$ cat config.mk
export PLATFORM = sky130hd
export DESIGN_NAME = fib_seq_ctrl
export DESIGN_NICKNAME = d
export VERILOG_FILES = /design/src/rtl/fib_seq_ctrl.sv
export SDC_FILE = /design/constraint.sdc
export NUM_CORES = 1
export LEC_CHECK = 0
export CAP_MARGIN = 10
export CORE_UTILIZATION = 55
export CTS_CLUSTER_SIZE = 25
export DETAILED_ROUTE_END_ITERATION = 8
export GPL_TIMING_DRIVEN = 0
export PLACE_DENSITY = 0.75
export RECOVER_POWER = 50
export SETUP_SLACK_MARGIN = 0.1
export SKIP_LAST_GASP = 1
export SYNTH_ARGS = -nofsm -noshare
export SYNTH_HDL_FRONTEND = slang
export SYNTH_SLANG_ARGS = --single-unit
export TNS_END_PERCENT = 5
$ cat constraint.sdc
create_clock -name clk -period 3.8 [get_ports clk]
set_clock_uncertainty 0.1 [all_clocks]
set_input_delay 0.57 -clock clk [delete_from_list [all_inputs] [get_ports clk]]
set_output_delay 0.57 -clock clk [all_outputs]
set_load 0.02 [all_outputs]
$ cat src/rtl/fib_seq_ctrl.sv
// Clocked sequencer for the dual-rail Fibonacci datapath: reset/start, four-phase ack, decode.
// Define FIB_SEQ_TIMEOUT_EN to compile in the per-phase handshake watchdog.
module fib_seq_ctrl #(
    parameter int WIDTH      = 16,
    parameter int RAIL_NUM   = 2,
    parameter int CNT_W      = 8,
    parameter int RST_CYCLES = 4,
    parameter int TIMEOUT    = 1024
) (
    input  logic                      clk,
    input  logic                      rst,
    input  logic                      go,
    input  logic [CNT_W-1:0]          count,
    output logic                      dp_rst,
    output logic                      dp_start,
    output logic                      dp_ack,
    input  logic [WIDTH*RAIL_NUM-1:0] dp_out,
    output logic [WIDTH-1:0]          result,
    output logic                      result_valid,
    output logic                      busy,
    output logic                      done,
    output logic                      err,
    output logic [1:0]                err_code
);
    localparam int RW   = WIDTH * RAIL_NUM;
    localparam int RC_W = (RST_CYCLES > 1) ? $clog2(RST_CYCLES) : 1;

    if (RAIL_NUM != 2 || RST_CYCLES < 1 || TIMEOUT < 1) begin : g_param_check
        $error("fib_seq_ctrl: unsupported parameter set");
    end

    typedef enum logic [2:0] {
        S_IDLE, S_RESET, S_RUN, S_WAIT_VALID, S_WAIT_NULL, S_DONE, S_ERR
    } state_t;

    state_t            state_q;
    logic [RW-1:0]     s1_q, s2_q, s3_q;
    logic [CNT_W-1:0]  rem_q;
    logic [RC_W-1:0]   rc_q;
    logic [WIDTH-1:0]  result_q;
    logic              dp_rst_q, dp_start_q, dp_ack_q, result_valid_q;
    logic              busy_q, done_q, err_q;
    logic [1:0]        err_code_q;

    logic [WIDTH-1:0]  t_d, f_d;
    logic              stable_d, complete_d, null_d, illegal_d;
    logic              in_wait_d, adv_d, wd_hit_d, err_hit_d;
    logic [1:0]        err_code_d;

    // Split the synchronized word into true/false rails and classify it
    always_comb begin
        t_d = '0;
        f_d = '0;
        for (int i = 0; i < WIDTH; i++) begin
            t_d[i] = s2_q[2*i+1];
            f_d[i] = s2_q[2*i];
        end
        stable_d   = (s2_q == s3_q);
        complete_d = &(t_d ^ f_d);
        null_d     = ~|s2_q;
        illegal_d  = stable_d && (|(t_d & f_d));
        in_wait_d  = (state_q == S_WAIT_VALID) || (state_q == S_WAIT_NULL);
        adv_d      = stable_d && (((state_q == S_WAIT_VALID) && complete_d) ||
                                  ((state_q == S_WAIT_NULL) && null_d));
        err_hit_d  = in_wait_d && (illegal_d || (!adv_d && wd_hit_d));
        err_code_d = illegal_d ? 2'd2 : 2'd1;
    end

    always_ff @(posedge clk or negedge rst) begin
        if (!rst) begin
            s1_q <= '0;
            s2_q <= '0;
            s3_q <= '0;
        end else begin
            s1_q <= dp_out;
            s2_q <= s1_q;
            s3_q <= s2_q;
        end
    end

`ifdef FIB_SEQ_TIMEOUT_EN
    localparam int WD_W = $clog2(TIMEOUT + 1);
    logic [WD_W-1:0] wd_q;

    // Restarts on every wait-state entry, since a handshake step clears it
    always_ff @(posedge clk or negedge rst) begin
        if (!rst) begin
            wd_q <= '0;
        end else if (in_wait_d && !adv_d) begin
            wd_q <= wd_q + 1'b1;
        end else begin
            wd_q <= '0;
        end
    end

    assign wd_hit_d = (wd_q == WD_W'(TIMEOUT - 1));
`else
    assign wd_hit_d = 1'b0;
`endif

    always_ff @(posedge clk or negedge rst) begin
        if (!rst) begin
            state_q        <= S_IDLE;
            rem_q          <= '0;
            rc_q           <= '0;
            result_q       <= '0;
            dp_rst_q       <= 1'b1;
            dp_start_q     <= 1'b0;
            dp_ack_q       <= 1'b0;
            result_valid_q <= 1'b0;
            busy_q         <= 1'b0;
            done_q         <= 1'b0;
            err_q          <= 1'b0;
            err_code_q     <= 2'd0;
        end else begin
            result_valid_q <= 1'b0;
            case (state_q)
                S_IDLE, S_DONE, S_ERR: begin
                    if (go) begin
                        rem_q      <= count;
                        done_q     <= 1'b0;
                        err_q      <= 1'b0;
                        err_code_q <= 2'd0;
                        dp_start_q <= 1'b0;
                        dp_ack_q   <= 1'b0;
                        if (count == '0) begin
                            state_q <= S_DONE;
                            done_q  <= 1'b1;
                        end else begin
                            state_q  <= S_RESET;
                            busy_q   <= 1'b1;
                            dp_rst_q <= 1'b1;
                            rc_q     <= RC_W'(RST_CYCLES - 1);
                        end
                    end
                end
                S_RESET: begin
                    if (rc_q == '0) begin
                        dp_rst_q   <= 1'b0;
                        dp_start_q <= 1'b1;
                        state_q    <= S_RUN;
                    end else begin
                        rc_q <= rc_q - 1'b1;
                    end
                end
                S_RUN: state_q <= S_WAIT_VALID;
                S_WAIT_VALID, S_WAIT_NULL: begin
                    if (err_hit_d) begin
                        state_q    <= S_ERR;
                        err_q      <= 1'b1;
                        err_code_q <= err_code_d;
                        dp_ack_q   <= 1'b0;
                        dp_start_q <= 1'b0;
                        dp_rst_q   <= 1'b1;
                        busy_q     <= 1'b0;
                    end else if (adv_d && (state_q == S_WAIT_VALID)) begin
                        result_q       <= t_d;
                        result_valid_q <= 1'b1;
                        dp_ack_q       <= 1'b1;
                        state_q        <= S_WAIT_NULL;
                    end else if (adv_d) begin
                        dp_ack_q <= 1'b0;
                        rem_q    <= rem_q - 1'b1;
                        if (rem_q == CNT_W'(1)) begin
                            state_q    <= S_DONE;
                            done_q     <= 1'b1;
                            busy_q     <= 1'b0;
                            dp_start_q <= 1'b0;
                        end else begin
                            state_q <= S_WAIT_VALID;
                        end
                    end
                end
                default: state_q <= S_IDLE;
            endcase
        end
    end

    assign dp_rst       = dp_rst_q;
    assign dp_start     = dp_start_q;
    assign dp_ack       = dp_ack_q;
    assign result       = result_q;
    assign result_valid = result_valid_q;
    assign busy         = busy_q;
    assign done         = done_q;
    assign err          = err_q;
    assign err_code     = err_code_q;
endmodule

; After elaboration in Yosys (flattened, before gate mapping)
; Cells that the tools add are included.
[word_totals]
ff_bits = 134
output_inout_bits = 25
elab_cells = 120
[classes]
add_sub_neg = 2
n_eq_ne = 21
mux = 49
bitwise_logic = 3
reduce_logical = 30
[ops]
columns = op, count
row1 = == test 32 bit, 1
row2 = 2-to-1 mux 8 bit, 4
row3 = OR reduction 32 bit, 1
row4 = 2-to-1 mux 1 bit, 22
row5 = 2-to-1 mux 3 bit, 7
row6 = inequality test 2 bit (second input constant), 9
row7 = AND reduction 6 bit, 3
row8 = AND 16 bit, 1
row9 = one-hot mux 8 bit (2 select lines), 1
row10 = AND reduction 16 bit, 1
row11 = OR reduction 16 bit, 1
row12 = XOR 16 bit, 1
row13 = 2-to-1 mux 2 bit, 6
row14 = one-hot mux 3 bit (4 select lines), 1
row15 = AND reduction 3 bit, 4
row16 = AND reduction 5 bit, 2
row17 = == test 3 bit (second input constant), 3
row18 = inequality test 3 bit (second input constant), 3
row19 = == test 8 x 1 -> 1 bit (second input constant), 1
row20 = zero test 8 bit, 1
row21 = one-hot mux 1 bit (2 select lines), 4
row22 = one-hot mux 2 bit (2 select lines), 2
row23 = subtractor 8 x 1 -> 8 bit (second input constant), 1
row24 = == test 3 x 2 -> 1 bit (second input constant), 2
row25 = 15 further kinds, 23

; Longest topological paths before layout
[depth]
depth_word = 9
ltp_mapped = 10

; Worst setup path before layout
; Ideal clock, no wire load.
[synth_timing]
path_kind = register -> register
startpoint = reg state_q[1]
endpoint = reg result_q[10], in the netlist result[10]
setup_time_ns = 0.125
arrival_ns = 2.232
t_required_ns = 3.575
slack_ns = 1.343
stages_incl_launch_ff = 8
n_path_buf = 2
period_less_slack_ns = 2.457
path_cell_list = dfrtp_1 buf_6 or3b_4 nor3_2 a22oi_2 nor4_4 buf_6 mux2_4
[synth_via]
elab_chain_cells = 6
[synth_rtl]
columns = item, line_no
row1 = start: declaration, 36  ; state_t state_q;
row2 = start signal: assignment, 103  ; state_q <= S_IDLE;
row3 = start signal: assignment, 127  ; state_q <= S_DONE;
row4 = start signal: assignment, 130  ; state_q <= S_RESET;
row5 = == test 3 x 2 -> 1 bit or == test 3 bit (tied branches), -
row6 = "logical AND 1 bit, on equally long branches", "63, 64"
row7 = logical OR 1 bit, 63  ; adv_d = stable_d && (((state_q == S_WAIT_VALID) && complete_d) ||
row8 = logical AND 1 bit, 63
row9 = logical AND 1 bit, 156  ; end else if (adv_d && (state_q == S_WAIT_VALID)) begin
row10 = AND reduction 3 bit (no line) *, -
row11 = end signal: assignment, 157  ; result_q <= t_d;
row12 = end: declaration, 40  ; logic [WIDTH-1:0] result_q;
; Every way passes the cells marked *; elsewhere a longest branch is shown, timed or not.
; A chain may end at the register's enable or synchronous reset.

; Worst setup path after layout
[layout_timing]
startpoint = reg s2_q[11]
endpoint = reg result_q[14], in the netlist result[14]
[layout_via]
elab_chain_cells = 7
[layout_rtl]
columns = item, line_no
row1 = start: declaration, 37  ; logic [RW-1:0] s1_q, s2_q, s3_q;
row2 = start signal: assignment, 76  ; s2_q <= s1_q;
row3 = XOR 16 bit or OR reduction 32 bit (tied branches), "59, 60"
row4 = AND reduction 16 bit or zero test 1 bit (tied branches), "59, 60"
row5 = "logical AND 1 bit, on equally long branches", "63, 64"
row6 = logical OR 1 bit, 63
row7 = logical AND 1 bit, 63
row8 = logical AND 1 bit, 156
row9 = AND reduction 3 bit (no line) *, -
; Marked as above.

==> summary.txt <==
Synth
  • Top-count cell post-synth: dfrtp_1
  • Syn Std Cell Area: 5450 um2
  • Most common library cells after synthesis: dfrtp_1, inv_1, ha_1, xnor2_1, a21oi_1
  • Post-synth top flop: dfrtp_1
  • Area contributors post-synth: dfrtp_1, ha_1, xnor2_1, inv_1, a21oi_1
  • FF+latch count, synth: 134
  • Synth warnings: 0
  • Syn Nets: 500
  • Syn_area_per_cell: 12.9 um2
  • Gate Count Post-Synth: 422
  • Register area share after synthesis: 0.616
  • Cell taking the most area after synthesis: dfrtp_1
  • Number of synthesized flops with an enable pin: 0
  • Ys async rst share: 1.00
  • Yosys top cell area share: 0.611
  • Number of distinct library cells after synthesis: 50

Clock tree
  • Clock transition at the registers of the reported paths: 0.07 ns
  • PostCTS Resize Cnt: 0
  • Root Buffer: clkbuf_8
  • CTS Buf Count: 17
  • TritonCTS clock tree: built
  • Clk_lat worst skew: 0.52 ns
  • Sink Count: 134
  • Setup Buffers After CTS: 0
  • Clock buffer depth: 2
  • CTS hold repair buffers: 1
  • CTS H-tree depth: 4

Worst setup path
  • Crit-path cells: xnor2_1, nand4_1, nor4_2, nand2_1, nor4_4, buf_6, mux2_4
  • Startpoint Class: register
  • Endpoint class of the critical path: register
  • CP arrival: 3.45 ns
  • Crit path max-delay cell type: nor4_4
  • Type of the worst setup path: reg -> reg
  • Max incr delay on CP: 0.72 ns
  • CP delay by family, top: simple AND/OR/NAND/NOR gates
  • CP Max Fanout: 10
  • WP buf/inv: 1
  • Worst Path Required: 4.10 ns

Global route
  • First-pass GRT wire length: 17,600 um
  • GRT overflow: 0
  • All-Layer GR Usage: 0.234
  • Initial antenna violation count: 0
  • Vias in the first global route: 3,594
  • Largest net degree at the start of global routing: 88

STA
  • Tightest Pin Transition: 2.04 ns
  • Fin Hold WS: 0.241 ns
  • Setup Viol. Count Final: 0
  • Final worst-path cycle share: 0.829
  • Final Max Tran Viols: 88
  • Post-layout minimum cycle time: 3.15 ns
  • Setup_tns: 0 ns
  • RSZ-0062 raised after global routing: false
  • Fmax: 0.317 GHz
  • Slew HR: -0.358
  • Final hold vios: 0

Die
  • Die Ht: 102 um
  • I/O pin count: 68
  • # rows: 35
  • Core area: 9420 um2
  • Die area: 10,300 um2
  • Die extent in x: 102 um
  • Starting Density: 0.578

Route
  • DR WL met3: 320 um
  • Iteration-0 DRC Markers: 127
  • Top Layer Used: met4
  • Post-route ant nets: 0
  • Pre-Repair DR Iteration Count: 4
  • Vias: 3,454
  • DR WL/cell: 16.2 um
  • Met1 wire length: 4500 um
  • Routed wire length: 10,600 um
  • Drt drc: 0
  • Detailed-route vias per instance: 5.30
  • WL met2: 5570 um

Cells and area
  • Proportion of layout cells with a drive suffix above 1: 0.122
  • Area delta synth->final: 26.3%
  • # diodes: 0
  • Nets: 588

Placement
  • I/O Buffers: 67
  • Detailed placement HPWL: 7100 um
  • Placer Congestion: 0.866

Pwr
  • Leakage power: 3.15 nW
  • Total chip power: 3.81 mW
  • Pwr Density: 554 nW/um2
  • Worst vdd ir: 0.431 mV

Status
  • Outcome: finished, violations left
  • Failing checks: max-capacitance violations, max-slew violations

Min path
  • Hold Path Class: reg -> reg

Job
  • Max cap viols: 1
## flip-flops by register name, indices dropped and copies added, names as in the netlist, 2 cells and up
| name | flops |
|---|---|
| state_q | 3 |
| s3_q | 32 |
| s1_q | 32 |
| rc_q | 2 |
| rem_q | 8 |
| s2_q | 32 |
| err_code | 2 |
| result | 16 |
## worst paths after layout
check	start	to	slack [ns]	cells past startpoint
setup / recovery	s2_q[11]	result[14]	0.65	7
hold / removal	s1_q[22]	s2_q[22]	0.24	0
setup reg to reg	s2_q[11]	result[14]	0.65	7
hold reg to reg	s1_q[22]	s2_q[22]	0.24	0
max in group asynchronous	rst	s3_q[28]	0.85	3
min in group asynchronous	rst	rem_q[6]	0.44	2
## metrics by stage
stage | worst slack [ns] | cells | utilization | area, um2
floorplan | 1.34 | 422 | - | 5450
global route | 0.323 | 652 | 0.731 | 6880
global placement | -2.83 | 618 | 0.667 | 6280
finish | 0.649 | 652 | 0.731 | 6880
CTS | 0.670 | 652 | 0.733 | 6900
detailed placement | 0.716 | 619 | 0.670 | 6310
## cell usage in the layout (no fill, tap or decap), types with 11 or more instances in the layout
cell / count
ha_1: 35
nor2_1: 17
clkbuf_16: 16
inv_1: 39
xnor2_1: 32
dlygate4sd3_1: 33
nand2_1: 17
a21oi_1: 24
dfrtp_1: 133
o21ai_0: 11
nand4_1: 18
clkdlybuf4s50_1: 34
## layer usage
metal  vias to the layer above  global-route usage
li1                       1637                   -
met1                      1720               0.282
met2                        76               0.404
met3                        21              0.0531
met4                         0               0.100
met5                         -                   0
## layout make-up
cell class              instances  area [um2]
well taps                     129         161
multi-input cells             241        1900
clock inverters                14         158
clock buffers                  18         428
repair buffers                 69         687
fillers                       650        2540
inverters                      39         146
plain buffers                   8        46.3
flip-flops and latches        134        3350
## cell families after synthesis
group                      Yosys count  synth area share
DFF                                134             0.616
and+or+nand+nor                     90            0.0951
AOI/OAI and AO/OA                   67            0.0811
buffers and inverters               47            0.0354
adders and majority gates           36            0.0823
xor gates and xnor gates            32            0.0515
muxes                               16            0.0386
## report_power, final
group	internal, mW	switching, mW
combinational	0.248	0.317
sequential	1.55	0.0955
clock	0.920	0.682
total	2.71	1.09
(Power assumes the default switching activity.)
==> patch: new RTL, same settings <==
Set the parameter `RST_CYCLES` to 8 (it was 4).
--- a/src/rtl/fib_seq_ctrl.sv
+++ b/src/rtl/fib_seq_ctrl.sv
@@ -4,7 +4,7 @@
     parameter int WIDTH      = 16,
     parameter int RAIL_NUM   = 2,
     parameter int CNT_W      = 8,
-    parameter int RST_CYCLES = 4,
+    parameter int RST_CYCLES = 8,
     parameter int TIMEOUT    = 1024
 ) (
     input  logic                      clk,
Check against the original RTL: not equivalent (Yosys sat finds a counterexample within 10 cycles, from zero or initial values and one cycle with rst low).
==> patch against the unedited design <==
- non-clock buffer count grew 7
- global-route usage grew 0.43 points
- largest power group unchanged
- routed wire length grew 8.4%
- maximum frequency grew 11%
- highest routed layer unchanged
- design area grew 3.4%
- the flow still finishes with violations (max-capacitance violations, max-slew violations)
- area after synthesis grew 3.7%
- sequential cell count grew 1
- total power shrank 0.54%
- critical endpoint is now state_q[1]
- synthesized cell count grew 11%
- setup slack gained 0.31 ns
- count of clock-buffer cells in the layout grew 3
==> patch: results (changes against the unedited design) <==
| Metric | Value |
|---|---|
| Status | finished with violations (unchanged) |
| Failing checks | max-capacitance violations, max-slew violations (unchanged) |
| Min-Delay Startpoint | s1_q[20] (was s1_q[22]) |
| Routed wl met2 | 5890 um (was 5570 um) |
| Total GRT Usage | 0.238 (was 0.234) |
| Vias in the first global route | 3,669 (was 3,594) |
| Maximum number of pins on one net before global-route repair | 71 (was 88) |
| Nets | 634 (was 588) |
| Clk sink count | 135 (was 134) |
| Multiplexer share of the synthesized area | 0.00377 (was 0.0386) |
| Worst Hold Margin | 0.247 ns (was 0.241 ns) |
| Max-cap viol count | 1 (unchanged) |
| Worst vdd ir | 0.591 mV (was 0.431 mV) |
| Placed Instances | 668 (was 619) |
| Post-synthesis adder-cell area fraction | 0.0798 (was 0.0823) |
| RR Startpoint | s2_q[19] (was s2_q[11]) |
| Critical path's largest stage delay | 0.50 ns (was 0.72 ns) |
| DP Wirelength | 7980 um (was 7100 um) |
| Routed WL per cell | 16.4 um (was 16.2 um) |
| Multi-input combinational area share | 0.283 (was 0.276) |
| Post-synth top cells | dfrtp_1 (134), inv_1 (42), ha_1 (36), nand2_1 (36), xnor2_1 (32) (was dfrtp_1 (133), inv_1 (39), ha_1 (35), xnor2_1 (32), a21oi_1 (24)) |
| First-pass GRT wire length | 18,300 um (was 17,600 um) |
| Dpl cell area | 0.00651 sq mm (was 0.00631 sq mm) |
| Non-filler instance count after layout | 700 (was 652) |
| Sequential cell area share | 0.475 (was 0.488) |
| Worst EP arrival | 3.13 ns (was 3.45 ns) |
| Mapped Cells | 467 (was 422) |
| Synth Area in Compound Gates | 0.112 (was 0.0811) |
| Met1 wire length | 4970 um (was 4500 um) |
| Logic pwr share | 0.127 (was 0.148) |
| Leak pwr | 3.19 nW (was 3.15 nW) |
| Placer Congestion | 0.874 (was 0.866) |
| Vias per inst | 5.32 (was 5.30) |
| Clock power share | 0.432 (was 0.421) |
| Slew @ Worst Pin | 1.66 ns (was 2.04 ns) |
| #MultiIn Comb | 275 (was 241) |
| Buffers excl. clock | 84 (was 77) |
| Met3 Use GR | 0.0632 (was 0.0531) |
| GRT met1 Usage | 0.289 (was 0.282) |
| P_clk | 1.64 mW (was 1.60 mW) |
| Inverters, non-clock | 42 (was 39) |
| ClkCell Share | 0.0836 (was 0.0851) |
| Initial DRC Count | 165 (was 127) |
| Met2 usage in global routing | 0.406 (was 0.404) |
| Max Slew Vio Count | 66 (was 88) |
| # fillers | 664 (was 650) |
| Layout clock buffers | 21 (was 18) |
| R2r setup slk | 0.96 ns (was 0.65 ns) |
| Routed wl met3 | 416 um (was 320 um) |
| Switching Fraction | 0.254 (was 0.287) |
| Dpl ws | 1.02 ns (was 0.716 ns) |
| Buffering overhead | 0.113 (was 0.107) |
| Die ar. | 0.0107 sq mm (was 0.0103 sq mm) |
| Syn_nets | 546 (was 500) |
==> patch: cell types whose count changed in the layout (fill, tap and decap cells not counted), sizes merged, moves of 4 or more <==
cell / unedited run / this run
o21ai: 11 / 35
nand2: 17 / 37
mux2: 16 / 1
a21o: 8 / 1
a21oi: 24 / 17
clkbuf: 24 / 30
a22o: 1 / 5
buf: 4 / 8
inv: 48 / 44
nand2b: 3 / 7
o2bb2ai: 4 / 0
==> patch: cell families after synthesis <==
| family | after synthesis |
|---|---|
| xor+xnor | 33 |
| buf+inv | 57 |
| compound gates | 87 |
| simple gates | 117 |
| mux | 2 |
| flops | 135 |
| fa+ha+maj | 36 |
==> patch: path summary, 6_finish.rpt <==
kind | to | cells after the start
max | state_q[1] | 8
min | s2_q[20] | 0
max reg2reg | state_q[1] | 8
min reg2reg | s2_q[20] | 0
max in group asynchronous | s3_q[28] | 3
min in group asynchronous | rem_q[6] | 2
